### src/rtl/string_led_pkg.sv
// Shared state encoding, pixel width and default 40 MHz timing for the
// string LED serializer.
package string_led_pkg;

   typedef enum logic [1:0] {
      IDLE  = 2'd0,
      BIT   = 2'd1,
      LATCH = 2'd2
   } state_e;

   localparam int unsigned PIXEL_W  = 24;
   localparam int unsigned BITCNT_W = $clog2(PIXEL_W);

   localparam int unsigned T0H_DEF    = 14;
   localparam int unsigned T1H_DEF    = 28;
   localparam int unsigned PERIOD_DEF = 50;
   localparam int unsigned LATCH_DEF  = 12000;

endpackage

### src/rtl/string_led_bit_timer.sv
// Per-bit cycle counter: end-of-period strobe and the high-time compare
// that shapes each NRZ bit.
module string_led_bit_timer #(
   parameter int unsigned CNT_W = 8
) (
   input  logic             clk_i,
   input  logic             rst_i,
   input  logic             run_i,
   input  logic [CNT_W-1:0] period_i,
   input  logic [CNT_W-1:0] th_i,
   output logic             end_o,
   output logic             hi_o
);

   logic [CNT_W-1:0] cnt_q, cnt_d;

   // Counter idles at zero so every entry into BIT starts a fresh period.
   always_comb begin
      end_o = run_i && (cnt_q == (period_i - CNT_W'(1)));
      hi_o  = (cnt_q < th_i);
      cnt_d = (!run_i || end_o) ? '0 : (cnt_q + CNT_W'(1));
   end

   always_ff @(posedge clk_i or posedge rst_i) begin
      if (rst_i) cnt_q <= '0;
      else       cnt_q <= cnt_d;
   end

endmodule

### src/rtl/string_led_serializer.sv
// GRB pixel stream to WS2812-style single-wire NRZ serializer with
// runtime bit timing and a post-frame latch gap.
module string_led_serializer
   import string_led_pkg::*;
#(
   parameter int unsigned CNT_W   = 8,
   parameter int unsigned LATCH_W = 16
) (
   input  logic               wb_clk_i,
   input  logic               wb_rst_i,
   input  logic [CNT_W-1:0]   cfg_t0h,
   input  logic [CNT_W-1:0]   cfg_t1h,
   input  logic [CNT_W-1:0]   cfg_period,
   input  logic [LATCH_W-1:0] cfg_latch,
   input  logic               pix_valid,
   output logic               pix_ready,
   input  logic [PIXEL_W-1:0] pix_data,
   input  logic               pix_last,
   output logic               led_dout,
   output logic               busy,
   output logic               frame_done,
   output logic               underrun
);

   state_e               state_q, state_d;
   logic [PIXEL_W-1:0]   sh_q, sh_d;
   logic [BITCNT_W-1:0]  bit_cnt_q, bit_cnt_d;
   logic                 last_q, last_d;
   logic [CNT_W-1:0]     t0h_q, t0h_d, t1h_q, t1h_d, per_q, per_d;
   logic [LATCH_W-1:0]   lat_q, lat_d, lcnt_q, lcnt_d;
   logic                 led_q, led_d, done_q, done_d, urun_q, urun_d;

   logic                 bit_end, bit_hi;
   logic [CNT_W-1:0]     th_sel;

   assign th_sel = sh_q[PIXEL_W-1] ? t1h_q : t0h_q;

   string_led_bit_timer #(
      .CNT_W (CNT_W)
   ) u_timer (
      .clk_i    (wb_clk_i),
      .rst_i    (wb_rst_i),
      .run_i    (state_q == BIT),
      .period_i (per_q),
      .th_i     (th_sel),
      .end_o    (bit_end),
      .hi_o     (bit_hi)
   );

   always_comb begin
      state_d   = state_q;
      sh_d      = sh_q;
      bit_cnt_d = bit_cnt_q;
      last_d    = last_q;
      t0h_d     = t0h_q;
      t1h_d     = t1h_q;
      per_d     = per_q;
      lat_d     = lat_q;
      lcnt_d    = lcnt_q;
      led_d     = 1'b0;
      done_d    = 1'b0;
      urun_d    = 1'b0;
      pix_ready = 1'b0;
      unique case (state_q)
         IDLE: begin
            pix_ready = 1'b1;
            if (pix_valid) begin
               sh_d      = pix_data;
               bit_cnt_d = BITCNT_W'(PIXEL_W - 1);
               last_d    = pix_last;
               t0h_d     = cfg_t0h;
               t1h_d     = cfg_t1h;
               per_d     = (cfg_period < CNT_W'(2)) ? CNT_W'(2) : cfg_period;
               lat_d     = (cfg_latch == '0) ? LATCH_W'(1) : cfg_latch;
               state_d   = BIT;
            end
         end
         BIT: begin
            led_d = bit_hi;
            if (bit_end) begin
               if (bit_cnt_q != '0) begin
                  sh_d      = {sh_q[PIXEL_W-2:0], 1'b0};
                  bit_cnt_d = bit_cnt_q - BITCNT_W'(1);
               end else if (last_q) begin
                  lcnt_d  = '0;
                  state_d = LATCH;
               end else begin
                  // Hand-over slot: a pixel here continues with no gap cycle.
                  pix_ready = 1'b1;
                  if (pix_valid) begin
                     sh_d      = pix_data;
                     bit_cnt_d = BITCNT_W'(PIXEL_W - 1);
                     last_d    = pix_last;
                  end else begin
                     urun_d  = 1'b1;
                     state_d = IDLE;
                  end
               end
            end
         end
         LATCH: begin
            if (lcnt_q == (lat_q - LATCH_W'(1))) begin
               done_d  = 1'b1;
               state_d = IDLE;
            end else begin
               lcnt_d = lcnt_q + LATCH_W'(1);
            end
         end
         default: state_d = IDLE;
      endcase
   end

   always_ff @(posedge wb_clk_i or posedge wb_rst_i) begin
      if (wb_rst_i) begin
         state_q   <= IDLE;
         sh_q      <= '0;
         bit_cnt_q <= '0;
         last_q    <= 1'b0;
         t0h_q     <= '0;
         t1h_q     <= '0;
         per_q     <= CNT_W'(2);
         lat_q     <= LATCH_W'(1);
         lcnt_q    <= '0;
         led_q     <= 1'b0;
         done_q    <= 1'b0;
         urun_q    <= 1'b0;
      end else begin
         state_q   <= state_d;
         sh_q      <= sh_d;
         bit_cnt_q <= bit_cnt_d;
         last_q    <= last_d;
         t0h_q     <= t0h_d;
         t1h_q     <= t1h_d;
         per_q     <= per_d;
         lat_q     <= lat_d;
         lcnt_q    <= lcnt_d;
         led_q     <= led_d;
         done_q    <= done_d;
         urun_q    <= urun_d;
      end
   end

   assign led_dout   = led_q;
   assign busy       = (state_q != IDLE);
   assign frame_done = done_q;
   assign underrun   = urun_q;

endmodule

### config.mk
export PLATFORM = sky130hd
export DESIGN_NAME = string_led_serializer
export DESIGN_NICKNAME = d
export VERILOG_FILES = /design/src/rtl/string_led_pkg.sv /design/src/rtl/string_led_bit_timer.sv /design/src/rtl/string_led_serializer.sv
export SDC_FILE = /design/constraint.sdc
export NUM_CORES = 1
export LEC_CHECK = 0
export CAP_MARGIN = 30
export CORE_UTILIZATION = 39
export CTS_BUF_LIST = sky130_fd_sc_hd__clkbuf_8
export DETAILED_ROUTE_END_ITERATION = 16
export DONT_BUFFER_PORTS = 1
export HOLD_SLACK_MARGIN = 0.05
export RECOVER_POWER = 100
export SETUP_SLACK_MARGIN = 0.5
export SLEW_MARGIN = 10
export SYNTH_ARGS = -nofsm -noshare
export SYNTH_HDL_FRONTEND = slang
export SYNTH_HIERARCHICAL = 1
export SYNTH_SLANG_ARGS = --single-unit
export TNS_END_PERCENT = 50
### constraint.sdc
create_clock -name wb_clk_i -period 2.8 [get_ports wb_clk_i]
set_input_delay 0 -clock wb_clk_i [delete_from_list [all_inputs] [get_ports wb_clk_i]]
set_output_delay 0 -clock wb_clk_i [all_outputs]
set_load 0.05 [all_outputs]
Word-level counts from Yosys, hierarchy flattened. Cells that the tools add are included.

Input bits: 68. Register bits after elaboration: 99. Logic and storage cells: 90.

Magnitude comparators: 2. Add/sub/neg operators: 5. Equality and inequality tests: 12. Mux-type cells: 44. Reduce and logical (&&, ||, !) cells: 14.

Operator list (count): $mux 24 (4); $mux 16 (5); $pmux 24 s2 (1); $pmux 16 s2 (1); $mux 8 (3); $mux 5 (4); $add 16x1->16 const B (1); $eq 16x16->1 (1); $logic_not 16->1 (1); $mux 1 (16); $sub 16x1->16 const B (1); $mux 2 (6); $ne 2x2->1 const B (6); $pmux 5 s2 (1); $reduce_and 5->1 (2); $add 8x1->8 const B (1); $eq 8x8->1 (1); $lt 8x2->1 const B (1); $lt 8x8->1 (1); $sub 8x1->8 const B (1); $ne 3x3->1 const B (2); $pmux 2 s3 (1); $reduce_bool 2->1 (3); $reduce_bool 5->1 (1); other kinds (11) (12).

Depth between registers and ports, before layout. Gate-level depths: netlist (run 1).

Depth after elaboration: 5. Gate-level depth with buffers: 16.

Modules after synthesis. The synthesis (run 1) kept the hierarchy.

Modules (own cells, without submodules): string_led_serializer (sequential area each 2279.7 µm², instances 1, cells an instance 453, area each 4628.2 µm²); string_led_bit_timer (sequential area each 200.2 µm², instances 1, cells an instance 100, area each 825.8 µm²).

Worst setup path after synthesis (run 1). No wires, ideal clock.

Kind: register to register. Start point: reg per_q[1]. End point: reg bit_cnt_q[2]. Path slack: -167 ps. Arrival time: 2884 ps. Data required time: 2717 ps. Stages on the path, launching flop included: 15. Clock period less this slack: 2967 ps. Cells stage by stage: dfstp_2 > inv_1 > ha_1 > o211a_1 > o31a_1 > a211oi_4 > and2_1 > clkbuf_1 > inv_1 > o21ai_0 > a2bb2oi_1 > nor2_1 > clkbuf_1 > o21ai_0 > o21ai_0.

Cells in the longest elaborated chain, start to end: 5.

Ends and longest elaborated chain: start: declaration (RTL line string_led_serializer.sv:29) `logic [CNT_W-1:0] t0h_q, t0h_d, t1h_q, t1h_d, per_q, per_d;`; start signal: assignment (RTL line string_led_serializer.sv:134) `per_q <= per_d;`; $sub 8x1->8 (RTL line string_led_bit_timer.sv:19) `end_o = run_i && (cnt_q == (period_i - CNT_W'(1)));`; $eq 8x8->1 (RTL line string_led_bit_timer.sv:19); $logic_and 1x1->1 (RTL line string_led_bit_timer.sv:19); named net bit_end (RTL line string_led_serializer.sv:33) `logic bit_end, bit_hi;`; $ne 2x2->1 (no line); $reduce_and 3->1 (no line); end signal: assignment (RTL line string_led_serializer.sv:130) `bit_cnt_q <= bit_cnt_d;`; end: declaration (RTL line string_led_serializer.sv:27) `logic [BITCNT_W-1:0] bit_cnt_q, bit_cnt_d;`.

The timed path passes the listed nets, and every way through them passes these cells. A chain may end at the register's enable or synchronous reset.

Worst setup path in the final report (run 1).
Start point: reg lat_q[1]. End point: reg lcnt_q[11].

Cells in the longest elaborated chain, start to end: 4.

Ends and longest elaborated chain: start: declaration (RTL line string_led_serializer.sv:30) `logic [LATCH_W-1:0] lat_q, lat_d, lcnt_q, lcnt_d;`; start signal: assignment (RTL line string_led_serializer.sv:135) `lat_q <= lat_d;`; $sub 16x1->16 (RTL line string_led_serializer.sv:102) `if (lcnt_q == (lat_q - LATCH_W'(1))) begin`; $eq 16x16->1 (RTL line string_led_serializer.sv:102); $ne 2x2->1 (no line); $reduce_and 5->1 (no line); end signal: assignment (RTL line string_led_serializer.sv:136) `lcnt_q <= lcnt_d;`; end: declaration (RTL line string_led_serializer.sv:30).

No other way between the ends.

==> results of run 1 <==
==> through the flow <==
stage	hold slack (ns)	std cells	util [%]	total power (uW)	cell area, um^2
after floorplan	-0.184	553	-	2790	5550
after global placement	-0.143	727	43.3	2990	5820
after detailed placement	-0.139	727	43.3	3050	5820
after CTS	0.0546	826	53.5	4370	7200
after global routing	0.0486	836	55.2	4690	7420
final	0.0533	836	55.2	4420	7420
==> where the power goes <==
group,switching [uW],internal (uW)
registers,346,1710
logic,619,785
clock network,538,421
==> critical path: stages, from the launching register on <==
cell and delay (ns):
dfrtp_1 0.39, inv_2 0.07, ha_4 0.12, or4b_4 0.47, buf_4 0.16, nor4_4 0.15, xnor2_1 0.14, nand4_1 0.15
nor3_2 0.27, and3_4 0.27, buf_6 0.10, buf_6 0.11, buf_16 0.12, nor3_4 0.04, mux2i_1 0.12
==> final cells by class <==
class	count	area [um^2]	area share, %
multi-input cells	407	3120	42.0
flip-flops and latches	99	2480	33.4
repair buffers	117	1320	17.8
well taps	176	220	2.97
clock buffers	9	124	1.67
inverters	21	82.6	1.11
clock inverters	7	76.3	1.03
==> cells in the mapped netlist (2+ instances only) <==
| master | n |
|---|---|
| a21oi_1 | 34 |
| and2_1 | 6 |
| dfrtp_1 | 97 |
| nor4_2 | 2 |
| a31oi_1 | 7 |
| nand2_1 | 43 |
| o21ai_0 | 15 |
| nand4b_1 | 3 |
| nand2b_1 | 9 |
| nor3_1 | 15 |
| o31ai_1 | 7 |
| ha_1 | 12 |
| or2_2 | 4 |
| a22oi_1 | 23 |
| a21o_1 | 3 |
| nor2_1 | 52 |
| and3_1 | 5 |
| o211ai_1 | 6 |
| or3_1 | 6 |
| nor2b_1 | 3 |
| clkbuf_1 | 20 |
| o21ai_1 | 2 |
| inv_1 | 21 |
| mux2_2 | 45 |
| nand3_1 | 18 |
| xnor2_1 | 21 |
| dfstp_2 | 2 |
| or4_1 | 5 |
| xor2_1 | 11 |
| nand4_1 | 8 |
| mux2i_1 | 4 |
| nor4b_1 | 3 |
| buf_8 | 2 |
| nand3b_1 | 2 |
| nor4_1 | 8 |
| buf_2 | 2 |
==> path summary, 6_finish.rpt <==
path | slack [ns] | from | cells past startpoint | end
min in group wb_clk_i | 0.07 | cfg_latch[11] | 3 | lat_q[0]$_DFFE_PP1P_
worst min-delay path | 0.05 | wb_rst_i | 2 | u_timer/cnt_q[7]$_DFF_PP0_
max in group asynchronous | 1.46 | wb_rst_i | 3 | lcnt_q[2]$_DFFE_PP0P_
worst max-delay path | -0.007 | lat_q[1]$_DFFE_PP0P_ | 14 | lcnt_q[11]$_DFFE_PP0P_
worst max register to register | -0.007 | lat_q[1]$_DFFE_PP0P_ | 14 | lcnt_q[11]$_DFFE_PP0P_
worst min register to register | 0.50 | bit_cnt_q[4]$_DFFE_PP0P_ | 1 | bit_cnt_q[4]$_DFFE_PP0P_
==> what timing repair did <==
item | in CTS | in global routing
resized for setup | 63 | 30
setup buffers | 8 | 6
endpoints found under the setup margin | 50 | 50
hold endpoints to repair | 166 | 1
hold buffers | 67 | 2
pin swaps | 22 | 19
cloned | 8 | 2
==> registers in the layout (all words and copies together) (netlist names) <==
signal	flops
underrun	1
bit_cnt_q	5
per_q	8
t0h_q	8
sh_q	24
led_dout	1
lcnt_q	16
last_q	1
lat_q	16
u_timer/cnt_q	8
t1h_q	8
frame_done	1
state_q	2
==> layer usage <==
metal | wire length (um) | vias to the layer above
met5 | 0 | -
met4 | 217 | 0
met3 | 682 | 19
met2 | 7280 | 122
met1 | 6120 | 2288
li1 | - | 2195
==> cells by family (layout without fill, tap and decap cells) <==
group	Yosys count	in the layout	share of synthesized area, %
simple gates	202	202	19.2
compound gates	112	112	13.7
flops	99	99	45.5
mux	49	49	10.0
buf+inv	47	154	3.76
xor+xnor	32	32	5.14
fa+ha+maj	12	12	2.75
==> results.cfg, run 1 <==
[status]
status = complete, but fails checks
violations = setup timing

[route]
routed_wl_um = 14300
dr.pass1.iters = 4
vias = 4624
drt_iter0_drc = 226
drc = 0
wl_per_cell_um = 17.1
postRouteAntennaNets = 0
vias_per_cell = 5.53

[clock_network]
cts_root_buf = clkbuf_8
clk_pin_slew_ns = 0.10
numCtsBuffers = 9
htree_levels = 3
cts_buffer_depth = 2
worstSkewPairLatency_ns = 0.39
clock-sinks = 99
cts_tree = yes

[sta]
setup_viol = 3
finalMaxSlewViolations = 0
min_period_over_period_pct = 100
finalCriticalPeriod_ns = 2.81
setup_ws_ns = -0.00724
setup-tns-final_ns = -0.0135
rsz0062_at_grt = true
finClkSkew_ns = 0.0119
worst_slew_pin_slew_ns = 1.29
max_freq_mhz = 356
maxSlewHeadroom_pct = 14.2
hold_viol_final = 0

[setup_path]
endpoint_kind = flip-flop
cp-start-kind = flip-flop
arrival_ns = 3.08
cp.required_ns = 3.07
critical_path_class = reg2reg
cp_max_fo = 7

[synth]
synthesis.nets = 633
synth-seq-cells = 99
ys_types = 63
yosysWarnings = 6
synth_area_mm2 = 0.00545
synth-edff-count = 0
async_flop_share_pct = 100
syn_inst = 553
avgSynthCellArea_um2 = 9.86
ys_seq_area_share_pct = 45.5
synth_top_area_cell = dfrtp_1
yosys-top-cells-area = dfrtp_1 (45%), mux2_2 (9.3%), nor2_1 (3.6%)
yosysTopAreaCellShare_pct = 44.5
synth_ff_type = dfrtp_1

[grt]
grt_pass1_wl_um = 23000
top_usage_layer = met2
track_usage_pct = 20.1
use_met2_pct = 35.6
grtUsageMet3_pct = 4.67
met1_usage_pct = 24.3
grt_max_degree = 52
antenna_found_initial = 0
first_global_vias = 4733
grt-ovfl-total = 0

[placement]
io_buffers = 0
hpwl_um = 8870
pre_cts_ws_ns = 0.0228
place_congestion = 0.830

[cells_and_area]
nets = 735
drive_above_1_share_pct = 28.8
syn_to_final_growth_pct = 36.1
antennaDiodeCount = 0
final_common_cell = dfrtp_1
layout.cells.most_common_list = dfrtp_1 (96), dlygate4sd3_1 (69), mux2_2 (45)
nFillCells = 1153

[floorplan]
core_mm2 = 0.0135
initial_core_util_pct = 40.5
num_rows = 42
die-width_um = 120
num_io_pins = 73
dieArea_mm2 = 0.0145
die_h_um = 120

[worst_hold_path]
min_path_type = in2async

[job]
maxCapViolations = 0

[pwr]
p_per_area_mw_per_mm2 = 595
p_leak_uw = 0.00314
vdd_drop_max_mv = 0.655
(Power assumes the default switching activity.)
==> inputs of run 2 (changes only) <==
--- a/config.mk
+++ b/config.mk
@@ -13,6 +13,7 @@
 export HOLD_SLACK_MARGIN = 0.05
 export RECOVER_POWER = 100
 export SETUP_SLACK_MARGIN = 0.5
+export SKIP_LAST_GASP = 1
 export SLEW_MARGIN = 10
 export SYNTH_ARGS = -nofsm -noshare
 export SYNTH_HDL_FRONTEND = slang
==> run 2 against run 1 <==
Compared with the run above:
- first-iteration DRC count grew 1.3%
- combinational power is essentially flat
- non-clock buffer count is the same
- critical path depth is the same
- fmax is essentially flat
- total power is essentially flat
- global-route usage is the same
- the flow still finishes with violations (setup timing)
- clock-buffer cell count is the same
- critical path type unchanged
- flip-flop and latch count is the same
- cell area shrank 0.17%
- clock power grew 0.8%
- sequential share of layout area grew 0.056 points
==> results.cfg, run 2 (same netlist as run 1, synthesis figures left out) <==
[status]
violations = setup timing
status = complete, but fails checks

[floorplan]
die-width_um = 120
core_mm2 = 0.0135
die_h_um = 120
dieArea_mm2 = 0.0145
initial_core_util_pct = 40.5
num_rows = 42
num_io_pins = 73

[route]
vias = 4588
routed_wl_um = 14300
wl_per_cell_um = 17.1
postRouteAntennaNets = 0
vias_per_cell = 5.49
drc = 0
dr.pass1.iters = 4
drt_iter0_drc = 229

[setup_path]
cp.required_ns = 3.08
crit_slowest_cell = or4b_4
cp.depth = 14
critical_path_class = reg2reg
max_stage_delay_ns = 0.47
cp-start-kind = flip-flop
path_delay_family = simple AND/OR/NAND/NOR gates
crit_chain = inv_2 > ha_4 > or4b_4 > buf_4 > nor4_4 > xnor2_1 > nand4_1 > nor3_2 > and3_4 > buf_6 > buf_6 > buf_16 > nor3_4 > mux2i_1
r2r_cells = 14
crit_top_cell = buf_6
cp_max_fo = 7
crit_buf_inv = 5
arrival_ns = 3.08
endpoint_kind = flip-flop

[job]
maxCapViolations = 0

[pwr]
vdd_drop_max_mv = 0.652
p_per_area_mw_per_mm2 = 596
p_leak_uw = 0.00314

[cells_and_area]
post-route-util_pct = 55.1
top_register = sh_q
syn_to_final_growth_pct = 35.9
instances_no_fill = 836
nets = 735
drive_above_1_share_pct = 28.6
antennaDiodeCount = 0
largest_reg_flops = 24
final_common_cell = dfrtp_1
layout.cells.most_common_list = dfrtp_1 (96), dlygate4sd3_1 (69), mux2_2 (45)
reg.largest.list = sh_q (24), lat_q (16), lcnt_q (16)

[sta]
max_freq_mhz = 356
finClkSkew_ns = 0.0124
setup_ws_ns = -0.00913
worst_slew_pin_slew_ns = 1.28
setup_viol = 3
hold_viol_final = 0
finalCriticalPeriod_ns = 2.81
min_period_over_period_pct = 100
rsz0062_at_grt = true
finalMaxSlewViolations = 0
maxSlewHeadroom_pct = 14.6
holdWs_ns = 0.0460

[grt]
grt_max_degree = 52
antenna_found_initial = 0
grt_pass1_wl_um = 23000
track_usage_pct = 20.1
first_global_vias = 4733
grt-ovfl-total = 0

[clock_network]
numCtsBuffers = 9
cts_tree = yes
cts_buffer_depth = 2
clock-sinks = 99
clk_pin_slew_ns = 0.10
htree_levels = 3
worstSkewPairLatency_ns = 0.40
cts_root_buf = clkbuf_8

[placement]
dp.cells = 727
io_buffers = 0
place_congestion = 0.830
hpwl_um = 8870

[worst_hold_path]
min_path_type = in2async
[run 2: cell counts in the layout (fill, tap and decap cells not counted)]
No cell type changed its count.
[run 2: layout make-up]
cell class | instances | area, um^2
multi-input cells | 407 | 3110
flip-flops and latches | 99 | 2480
clock buffers | 9 | 124
clock inverters | 7 | 76.3
inverters | 21 | 82.6
well taps | 176 | 220
fillers | 1157 | 6040
repair buffers | 117 | 1320
[run 2: final timing paths]
| path | startpoint | endpoint | slack, ns |
|---|---|---|---|
| worst max-delay path | lat_q[1]$_DFFE_PP0P_ | lcnt_q[11]$_DFFE_PP0P_ | -0.009 |
| worst min-delay path | wb_rst_i | u_timer/cnt_q[7]$_DFF_PP0_ | 0.05 |
| worst max register to register | lat_q[1]$_DFFE_PP0P_ | lcnt_q[11]$_DFFE_PP0P_ | -0.009 |
| worst min register to register | bit_cnt_q[4]$_DFFE_PP0P_ | bit_cnt_q[4]$_DFFE_PP0P_ | 0.50 |
| max in group asynchronous | wb_rst_i | lcnt_q[2]$_DFFE_PP0P_ | 1.47 |
| min in group wb_clk_i | cfg_latch[11] | lat_q[0]$_DFFE_PP1P_ | 0.06 |
[run 2: through the flow]
| step | worst slack, ns | power (uW) | TNS (ns) | instance area (um^2) |
|---|---|---|---|---|
| after global routing | -0.158 | 4690 | -4.13 | 7410 |
| after detailed placement | 0.0228 | 3050 | 0 | 5820 |
| after floorplan | 0.0808 | 2790 | 0 | 5550 |
| after CTS | 0.0191 | 4370 | 0 | 7200 |
| after global placement | 0.111 | 2990 | 0 | 5820 |
| final | -0.00913 | 4420 | -0.0174 | 7410 |
[run 2: what timing repair did]
action | CTS | global route
buffers inserted | 8 | 6
pin swaps | 22 | 19
endpoints found under the setup margin | 50 | 50
hold endpoints to repair | 166 | 1
hold buffers | 67 | 2
gates resized for setup | 63 | 27
gates cloned | 8 | 2
[run 2: power breakdown]
group          internal, uW  total (uW)  switching (uW)
clock                   421         967             546
combinational           784        1400             616
sequential             1710        2050             344
total                  2910        4420            1510
[run 2: per-layer routing]
layer  up-vias  wire [um]  GRT usage, %  part of all wire (%)
li1       2196          -             -                     -
met1      2264       6090          24.3                    43
met2       107       7270          35.6                    51
met3        21        669          4.67                   4.7
met4         0        240          5.86                   1.7
met5         -          0             0                     0
==> inputs of run 3 (changes only) <==
--- a/config.mk
+++ b/config.mk
@@ -11,7 +11,6 @@
 export DETAILED_ROUTE_END_ITERATION = 16
 export DONT_BUFFER_PORTS = 1
 export HOLD_SLACK_MARGIN = 0.05
-export RECOVER_POWER = 100
 export SETUP_SLACK_MARGIN = 0.5
 export SKIP_LAST_GASP = 1
 export SLEW_MARGIN = 10
==> run 3 against run 2 <==
Compared with the run above:
- routed wire length about the same
- the flow still finishes with violations (setup timing)
- via count increased by 0.11%
- sequential share of layout area decreased by 0.051 points
- clock-buffer cell count unchanged
- worst setup slack got worse by 0.00053 ns
- highest routed layer unchanged
==> results.cfg, run 3 (same netlist as run 1, synthesis figures left out) <==
[cells_and_area]
post-route-cell-area_mm2 = 0.00742
reg.largest.list = sh_q (24), lat_q (16), lcnt_q (16)
antennaDiodeCount = 0
layout.cells.most_common_list = dfrtp_1 (96), dlygate4sd3_1 (69), mux2_2 (45)
nets = 735
largest_reg_flops = 24
drive_above_1_share_pct = 28.9
top_register = sh_q
instances_no_fill = 836
syn_to_final_growth_pct = 36.1
final_common_cell = dfrtp_1
post-route-util_pct = 55.2

[setup_path]
path_delay_family = simple AND/OR/NAND/NOR gates
cp-start-kind = flip-flop
r2r_slack_ns = -0.01
crit_buf_inv = 5
r2r-start = lat_q[1]$_DFFE_PP0P_
crit_top_cell = buf_6
endpoint_kind = flip-flop
arrival_ns = 3.08
crit_path_start = lat_q[1]$_DFFE_PP0P_
crit_end = lcnt_q[11]$_DFFE_PP0P_
cp_max_fo = 7
r2r_cells = 14
max_stage_delay_ns = 0.47
cp.required_ns = 3.07
critical_path_class = reg2reg
crit_slowest_cell = or4b_4
crit_chain = inv_2 > ha_4 > or4b_4 > buf_4 > nor4_4 > xnor2_1 > nand4_1 > nor3_2 > and3_4 > buf_6 > buf_6 > buf_16 > nor3_4 > mux2i_1
cp.depth = 14
reg2reg_to = lcnt_q[11]$_DFFE_PP0P_

[clock_network]
cts_buffer_depth = 2
clock-sinks = 99
numCtsBuffers = 9
worstSkewPairLatency_ns = 0.40
clk_pin_slew_ns = 0.10
htree_levels = 3
cts_root_buf = clkbuf_8
cts_tree = yes

[route]
drt_iter0_drc = 233
postRouteAntennaNets = 0
drc = 0
dr.pass1.iters = 4
wl_per_cell_um = 17.1
vias = 4593
routed_wl_um = 14300
vias_per_cell = 5.49

[floorplan]
core_mm2 = 0.0135
dieArea_mm2 = 0.0145
initial_core_util_pct = 40.5
num_io_pins = 73
num_rows = 42
die-width_um = 120
die_h_um = 120

[sta]
min_period_over_period_pct = 100
maxSlewHeadroom_pct = 55.9
worst_slew_pin_slew_ns = 0.661
finalMaxSlewViolations = 0
max_freq_mhz = 356
setup_ws_ns = -0.00965
hold_viol_final = 0
rsz0062_at_grt = true
finalCriticalPeriod_ns = 2.81
finClkSkew_ns = 0.0145
setup_viol = 2
setup-tns-final_ns = -0.0159

[grt]
track_usage_pct = 20.1
grt_max_degree = 52
grt-ovfl-total = 0
first_global_vias = 4733
antenna_found_initial = 0
grt_pass1_wl_um = 23000

[placement]
place_area_mm2 = 0.00582
place_congestion = 0.830
io_buffers = 0
dp.cells = 727
hpwl_um = 8870

[pwr]
p_leak_uw = 0.00315
p_int_uw = 2910
p_seq_share_pct = 46.5
p_switching_uw = 1500
p_per_area_mw_per_mm2 = 595
p_total_uw = 4420
p_comb_share_pct = 31.7
clkPwrFrac_pct = 21.8
switching_share_pct = 34.0
vdd_drop_max_mv = 0.652

[status]
status = complete, but fails checks
violations = setup timing

[job]
maxCapViolations = 0

[worst_hold_path]
min_path_type = in2async
[run 3: changes by cell type in the layout (fill, tap and decap cells not counted), sizes merged]
cell    previous run  this run
clkbuf            15        11
buf               41        45
[run 3: worst min path at each step]
stage | cells after the start | from | end
global placement | 1 | wb_rst_i | u_timer/cnt_q[3]$_DFF_PP0_
floorplan | 1 | wb_rst_i | u_timer/cnt_q[0]$_DFF_PP0_
global route | 3 | cfg_latch[11] | lat_q[0]$_DFFE_PP1P_
detailed placement | 1 | wb_rst_i | u_timer/cnt_q[7]$_DFF_PP0_
CTS | 2 | wb_rst_i | u_timer/cnt_q[7]$_DFF_PP0_
finish | 2 | wb_rst_i | u_timer/cnt_q[7]$_DFF_PP0_
[run 3: power by group through the flow]
stage | clock, uW | combinational, uW | sequential, uW
floorplan | 0 | 875 | 1920
global placement | 0 | 994 | 2000
detailed placement | 0 | 1040 | 2010
CTS | 993 | 1350 | 2030
global route | 1040 | 1560 | 2090
finish | 964 | 1400 | 2050
[run 3: what timing repair did]
action,4_1_cts,5_1_grt
setup buffers,8,6
cloned,8,2
hold endpoints to repair,166,1
pin swaps,22,19
hold buffers,67,2
endpoints found under the setup margin,50,50
gates resized for setup,63,27
[run 3: routing by layer]
layer  vias to the layer above  global-route usage [%]  part of all wire, %
met2                       108                    35.6                   51
met3                        20                    4.67                  4.6
li1                       2196                       -                    -
met4                         0                    5.86                  1.5
met5                         -                       0                    0
met1                      2269                    24.3                   43
[run 3: cell type report]
| type | instances | area, um^2 |
|---|---|---|
| clock buffers | 9 | 124 |
| clock inverters | 7 | 76.3 |
| fillers | 1153 | 6030 |
| inverters | 21 | 82.6 |
| multi-input cells | 407 | 3110 |
| flip-flops and latches | 99 | 2480 |
| well taps | 176 | 220 |
| repair buffers | 117 | 1330 |
[run 3: stage by stage]
stage / setup WS (ns) / hold slack (ns)
floorplan: 0.0808 / -0.184
global placement: 0.111 / -0.143
detailed placement: 0.0228 / -0.139
CTS: 0.0191 / 0.0546
global route: -0.158 / 0.0486
finish: -0.00965 / 0.0463
